## src/rtl/btn_click_classifier.sv

```systemverilog
// Classifies a debounced button into single-click, double-click and long-press pulses.
// One shared counter times both the hold of the first press and the release gap.
module btn_click_classifier #(
    parameter int LONG_CYCLES = 50000000,
    parameter int GAP_CYCLES  = 25000000,
    parameter int CNT_W       = 27
) (
    input  logic CLK,
    input  logic RESET,
    input  logic BTN,
    output logic SINGLE,
    output logic DOUBLE,
    output logic LONG,
    output logic BUSY
);

    typedef enum logic [2:0] {IDLE, PRESSED, WAIT_GAP, SECOND, HELD} state_t;

    localparam logic [CNT_W-1:0] LONG_LAST = CNT_W'(LONG_CYCLES - 1);
    localparam logic [CNT_W-1:0] GAP_LAST  = CNT_W'(GAP_CYCLES - 1);

    state_t           state, state_nxt;
    logic [CNT_W-1:0] cnt, cnt_nxt;
    logic             btn_q;
    logic             rise;
    logic             single_nxt, double_nxt, long_nxt;

    assign rise = BTN & ~btn_q;
    assign BUSY = (state != IDLE);

    always_comb begin
        state_nxt  = state;
        cnt_nxt    = cnt;
        single_nxt = 1'b0;
        double_nxt = 1'b0;
        long_nxt   = 1'b0;
        case (state)
            IDLE: begin
                if (rise) begin
                    state_nxt = PRESSED;
                    cnt_nxt   = '0;
                end
            end
            PRESSED: begin
                if (BTN) begin
                    if (cnt == LONG_LAST) begin
                        long_nxt  = 1'b1;
                        state_nxt = HELD;
                    end else begin
                        cnt_nxt = cnt + CNT_W'(1);
                    end
                end else begin
                    state_nxt = WAIT_GAP;
                    cnt_nxt   = '0;
                end
            end
            WAIT_GAP: begin
                // A re-press wins over gap expiry on the same edge.
                if (BTN) begin
                    state_nxt = SECOND;
                end else if (cnt == GAP_LAST) begin
                    single_nxt = 1'b1;
                    state_nxt  = IDLE;
                end else begin
                    cnt_nxt = cnt + CNT_W'(1);
                end
            end
            SECOND: begin
                if (!BTN) begin
                    double_nxt = 1'b1;
                    state_nxt  = IDLE;
                end
            end
            HELD: begin
                if (!BTN) state_nxt = IDLE;
            end
            default: state_nxt = IDLE;
        endcase
    end

    // btn_q resets high so a button held through reset release is not seen as a press.
    always_ff @(posedge CLK or negedge RESET) begin
        if (!RESET) begin
            state  <= IDLE;
            cnt    <= '0;
            btn_q  <= 1'b1;
            SINGLE <= 1'b0;
            DOUBLE <= 1'b0;
            LONG   <= 1'b0;
        end else begin
            state  <= state_nxt;
            cnt    <= cnt_nxt;
            btn_q  <= BTN;
            SINGLE <= single_nxt;
            DOUBLE <= double_nxt;
            LONG   <= long_nxt;
        end
    end

endmodule

```

## config.mk

```make
export PLATFORM = sky130hd
export DESIGN_NAME = btn_click_classifier
export DESIGN_NICKNAME = d
export VERILOG_FILES = /design/src/rtl/btn_click_classifier.sv
export SDC_FILE = /design/constraint.sdc
export NUM_CORES = 1
export LEC_CHECK = 0
export ABC_AREA = 1
export ABC_CLOCK_PERIOD_IN_PS = 3900
export CORE_MARGIN = 2
export CORE_UTILIZATION = 44
export DETAILED_ROUTE_END_ITERATION = 12
export HOLD_SLACK_MARGIN = 0.06
export SLEW_MARGIN = 20
export SYNTH_ARGS = -nofsm -noshare
export SYNTH_HDL_FRONTEND = slang
export SYNTH_SLANG_ARGS = --single-unit
```

## constraint.sdc

```tcl
create_clock -name CLK -period 3.9 [get_ports CLK]
set_input_delay 0.585 -clock CLK [delete_from_list [all_inputs] [get_ports CLK]]
set_output_delay 0.585 -clock CLK [all_outputs]
set_load 0.005 [all_outputs]
```

==> metrics.md <==
| Metric | Value |
|---|---|
| Status | finished clean |
| Number of routed nets with antenna violations | 0 |
| Post-Syn Area per Cell | 6.03 µm² |
| Leading area contributor after synthesis | dfrtp_1 |
| Switching power | 0.475 mW |
| Sw frac | 43.8% |
| Number of synthesized register bits | 34 |
| Power Total | 1.08 mW |
| Max-slew violations | 0 |
| Avg WL per Cell | approximately 12 µm |
| Drt via density | ~4.8 |
| CP Launch Type | input pin |
| Cell count after synthesis | 413 |
| Root buf cell | clkbuf_8 |
| CTS max path bufs | 2 |
| Drt initial violations | ~140 |
| Die Wd | ~79 µm |
| Final wirelength | about 6000 µm |
| Clock share of power | 23.4% |
| Finished Layout Cells | 492 |
| Reg power frac | 37.5% |
| Synth Cell Area | about 2500 µm² |
| Yosys warnings | 0 |
| Arrival time worst endpoint | 2.52 ns |
| Worst slew pin tran | 0.778 ns |
| Worst r2r path cells | 10 |
| Top-count cell post-synth | nand2_1 |
| Antenna diodes | 0 |
| P_int | 0.609 mW |
| # fillers | 612 |
| Crit end category | flop |
| RR Startpoint | cnt[0] |
| Synth Flop Type | dfrtp_1 |
| # rows | 27 |
| CTS tree | built |
| Relative slew slack | 48.1% |
| Inst Count DP | between 400 and 500 |
| Required time of the critical path | 4.12 ns |
| Register area share after synthesis | 34.2% |
| Initial antenna violation count | 0 |
| Htree depth | 2 |
| Fin area | 2660 µm² |
| Critical Path Fanout Max | 27 |
| F_max | ~430 MHz |
| MaxCap Viol Count | 0 |
| Gr usage total | 21.2% |
| CTS Buf Count | 5 |
| I/O pins | 7 |
| CTS Hold Bufs | 0 |
| Largest net degree at the start of global routing | 35 |
| Layout cell share with drive strength beyond 1 | a little under 7% |
| Kind of critical path | input pin to flop |
| Final hold vios | 0 |
| GPL Wtd Cong | 0.908 |
| Post_cts resized | 0 |
| Grt ovf | 0 |
| DR pass1 iterations | 4 |
| Detail Placement HPWL | 4330 µm |
| Post-CTS setup buffers | 0 |
| EDFF count, synth | 0 |
| Period utilization | approximately three fifths |
| Reg-to-Reg End | cnt[14] |
| Vias in the first global route | 2258 |
| First-pass GRT wire length | 10400 µm |
| Register Area | around 850 µm² |
| Initial Utilization | 45.5% |
| Clk slew on worst S/H paths | approximately 0.070 ns |
| Die height | 79.2 µm |
| Yosys top cell area share | 33.2% |
| Total placed instance area | approximately 2600 µm² |
| Comb pwr share | between 30 and 40% |
| HP Class | input pin to asynchronous set/reset pin |
| Pwr dens | 408 nW/µm² |
| Max VDD drop | about 0.00038 V |
| Post-synth ARST share | 100% |
| Leading post-synthesis cells by cell area | dfrtp_1, nand2_1, nor2_1, inv_1, nand3_1 |
| RSZ-0062 raised after global routing | no |
| Syn Nets | 417 |
| Reg2Reg Setup Slack | 1.79 ns |
| PortBufs | 6 |
| # DRC | 0 |
| Clk sinks | 34 |
| DIE AREA | 6270 µm² |
| Top cells by count, synth | nand2_1, nor2_1, inv_1 |
| P&R area growth vs syn | 6.74% |
| # nets final | about 420 |
| Vias | 2365 |
| Core Box Area | 5470 µm² |
| LEAKAGE | 1.22 nW |
| Finish-stage setup viols | 0 |
| Synth unique cells | 27 |
| Multi-input logic area | 1440 µm² |
| Clk_lat worst skew | 0.29 ns |
| Finished Core Util | 48.5% |
| Fin crit period | 2.30 ns |
| Clock Skews | 0.00388 ns |
| Total Neg Setup Slack | 0 ns |
[area by class of cell]
class                           instances  area share [%]
Inverter                               38            5.42
Timing Repair Buffer                    6            2.07
Clock buffer                            8            3.01
Sequential cell                        34            32.1
Multi-Input combinational cell        334            54.0
Tap cell                               72            3.39
[flip-flops by register name, indices dropped and copies added (netlist names)]
signal and count:
state 3, LONG 1, btn_q 1, DOUBLE 1
cnt 27, SINGLE 1
[layer usage]
| layer | share of wire [%] | global-route usage [%] |
|---|---|---|
| met5 | 0 | 0 |
| met3 | 4.4 | 4.77 |
| met4 | 1.1 | 4.48 |
| met1 | 49 | 29.2 |
| met2 | 45 | 34.1 |
[how the worst max path moves through the flow]
stage | end | slack [ns] | from
floorplan | cnt[10] | 2.31 | cnt[0]
global placement | cnt[26] | 1.39 | BTN
detailed placement | cnt[14] | 1.30 | BTN
global route | cnt[16] | 1.41 | BTN
finish | cnt[14] | 1.60 | BTN
CTS | cnt[14] | 1.59 | BTN
[metrics by stage]
stage / hold slack, ns / setup slack (ns)
6_report: 0.375 / 1.60
2_1_floorplan: 0.289 / 2.31
5_1_grt: 0.454 / 1.41
4_1_cts: 0.418 / 1.59
3_5_place_dp: 0.532 / 1.30
3_3_place_gp: 0.529 / 1.39
[critical path, cell delays in order]
cell	delay [ns]
clkdlybuf4s50_1	0.60
inv_1	0.12
nor2_1	0.10
nor2_1	0.09
nor2_4	0.15
nand2_2	0.08
nor2_4	0.55
nand2_1	0.13
nand2_1	0.10
[cells in the final DEF (no fill, tap or decap), types with 2 or more instances in the layout]
master and n:
xor2_1 3, nor2_4 2, nor2_2 6, nor2_1 85
o21ai_0 4, nand4_1 2, nor3_1 3, clkbuf_1 3
a21oi_1 8, nand3_1 18, xnor2_1 3, nand2_1 181
nand2_2 11, inv_1 37, clkdlybuf4s50_1 5, dfrtp_1 33
clkbuf_8 5
[logic make-up (layout without fill, tap and decap cells)]
family                   count (synthesis)  count (layout)  synth area share, %
adder cells (fa/ha/maj)                  1               1                0.503
flip-flops                              34              34                 34.2
XOR/XNOR                                 6               6                 2.11
AO/OA/AOI/OAI                           15              15                 3.37
buffers and inverters                   45              52                 8.09
AND/OR/NAND/NOR                        312             312                 51.7
[power by group through the flow]
stage	Combinational (mW)	Clock, mW	Sequential, mW
after floorplan	0.375	0	0.406
after global placement	0.432	0	0.413
after detailed placement	0.433	0	0.412
after CTS	0.435	0.265	0.405
after global routing	0.486	0.279	0.410
final	0.424	0.254	0.407
Note: power is estimated with default switching activity, not from simulation.
==> patch, RTL diff (config.mk and constraints unchanged) <==
The 5 states of `state_t` get a one-hot encoding in 5 bits.
--- a/src/rtl/btn_click_classifier.sv
+++ b/src/rtl/btn_click_classifier.sv
@@ -15,5 +15,5 @@
 );
 
-    typedef enum logic [2:0] {IDLE, PRESSED, WAIT_GAP, SECOND, HELD} state_t;
+    typedef enum logic [4:0] {IDLE = 5'b00001, PRESSED = 5'b00010, WAIT_GAP = 5'b00100, SECOND = 5'b01000, HELD = 5'b10000} state_t;
 
     localparam logic [CNT_W-1:0] LONG_LAST = CNT_W'(LONG_CYCLES - 1);
Behaviour: no difference found for any inputs over 10 cycles, from zero or initial values and one cycle with RESET low; not proved beyond that.
==> patch against the original RTL <==
- cell area shrank 0.42%
- synthesized cell count shrank 7.3%
- worst setup slack better by 100 ps
- total power is 6.6% higher
- fmax is 4.8% higher
- non-clock buffer count increased by 2
- sequential power up 3%
- routed wire length is 3.6% lower
- area after synthesis down 3.2%
- critical path type unchanged
- sequential cell count is 2 higher
==> patch: results (changes against the original RTL) <==
global_route:
  grt_pass1_vias: 2082  # -7.8%
  met1_usage_pct: 32.5  # +3.3 points
  grt_pass1_wl_um: 10200  # -1.7%
  grt_util_met2_pct: 30.9  # -3.1 points
  grt_usage_pct: 21.4  # +0.20 points
  grtUsageMet3_pct: 3.49  # -1.3 points
  grt_max_degree: 50  # +43%
cells_and_area:
  n_antenna_cell: 0  # unchanged
  largest_registers: "cnt x27, state x5"
  fin_nets: 395  # -6.6%
  drive_gt1_share_pct: 6.89  # -0.017 points
clock_network:
  numCtsBuffers: 5  # unchanged
  clockBufferDepth: 2  # unchanged
  cts_resized: 0  # unchanged
  cts_max_level: 2  # unchanged
routing:
  wl_met2_um: 2390  # -11%
  dr.pass1.iters: 5  # +1
  antenna_left: 0  # unchanged
  drt-total-wl_um: 5680  # -3.6%
  dr_wl_met3_um: 251  # -3.5%
  dr.first_iter.drc_count: 176  # +23%
  wl_met1_um: 2990  # +2.9%
  viasPerCell: 4.91  # +2.2%
  highest_layer: "met4"
worst_setup_path:
  ff2ff_setup_slack_ps: 1710  # -80 ps
  reg2reg_depth: 11  # +1
  critical_path_arrival_ps: 2370  # -150 ps
  crit_fanout: 49  # +81%
  crit_family: "buffers and inverters"
  crit_end: "cnt[16]$_DFFE_PN0P_"
  critPathSlowestCell: "clkdlybuf4s50_1"
  max_stage_delay_ps: 610
synthesis:
  yosys.area_share.xor_xnor_pct: 1.45  # -0.66 points
  synth_fa_ha_area_share_pct: 0.519  # +0.017 points
  synth_compound_area_share_pct: 7.48  # +4.1 points
  synthDistinctLibCells: 25  # -7.4%
  synthFlopType: "dfrtp_1"
  synthesis.nets: 387  # -7.2%
  yosys-top-cells-count: "nand2_1 (146), nor2_1 (61), inv_1 (41)"
  yosysSeqAreaShare_pct: 37.5  # +3.3 points
  yosys-top-cells-area: "dfrtp_1 (35%), nand2_1 (23%), nor2_1 (9.5%), nand3_1 (7.3%), inv_1 (6.4%)"
  synth.top_cell.area_share_pct: 35.3  # +2.1 points
pwr:
  netSwitchingFraction_pct: 37.4  # -6.5 points
  power_frac_clock_pct: 31.2  # +7.8 points
  p_leak_uw: 0.00120  # -1.7%
  p_clk_uw: 361  # +42%
  irDropWorstVdd_uv: 287  # -24%
  powerComb_uw: 375  # -12%
sta:
  fin_tns_setup_ps: 0  # unchanged
  slew_headroom_pct: 46.7  # -1.4 points
  finClkSkew_ps: 10.0  # +6.13 ps
outcome:
  outcome: "completed"
placed_design:
  place_congestion: 0.890  # -2.1%
  post-dp-hpwl_um: 4310  # -0.31%
min_path:
  min_path_type: "in2async"
==> patch: changes by cell type in the layout (fill, tap and decap cells not counted), sizes merged, moves of 3 or more <==
cell,delta
o21ai,+21
nand2,-45
or2,+3
inv,+6
a21oi,-4
nor2,-25
nor3,-3
nand3,+16
==> patch: metrics by stage <==
stage | utilization (%) | hold WS [ps] | setup slack (ps) | instance area, um2 | std cells
finish | 50.8 | 374 | 1710 | 2650 | 462
global route | 50.8 | 461 | 1420 | 2650 | 462
CTS | 50.8 | 410 | 1700 | 2650 | 462
detailed placement | 48.4 | 515 | 1400 | 2520 | 454
global placement | 48.4 | 505 | 1460 | 2520 | 454
floorplan | - | 289 | 2310 | 2410 | 383
==> patch: layout make-up <==
cell class                      instances  area [um2]
Timing Repair Buffer                    8        70.1
Clock inverter                          1        30.0
Tap cell                               70        87.6
Sequential cell                        36         903
Inverter                               43         161
Clock buffer                            7        96.3
Multi-Input combinational cell        297        1300
Fill cell                             532        2560
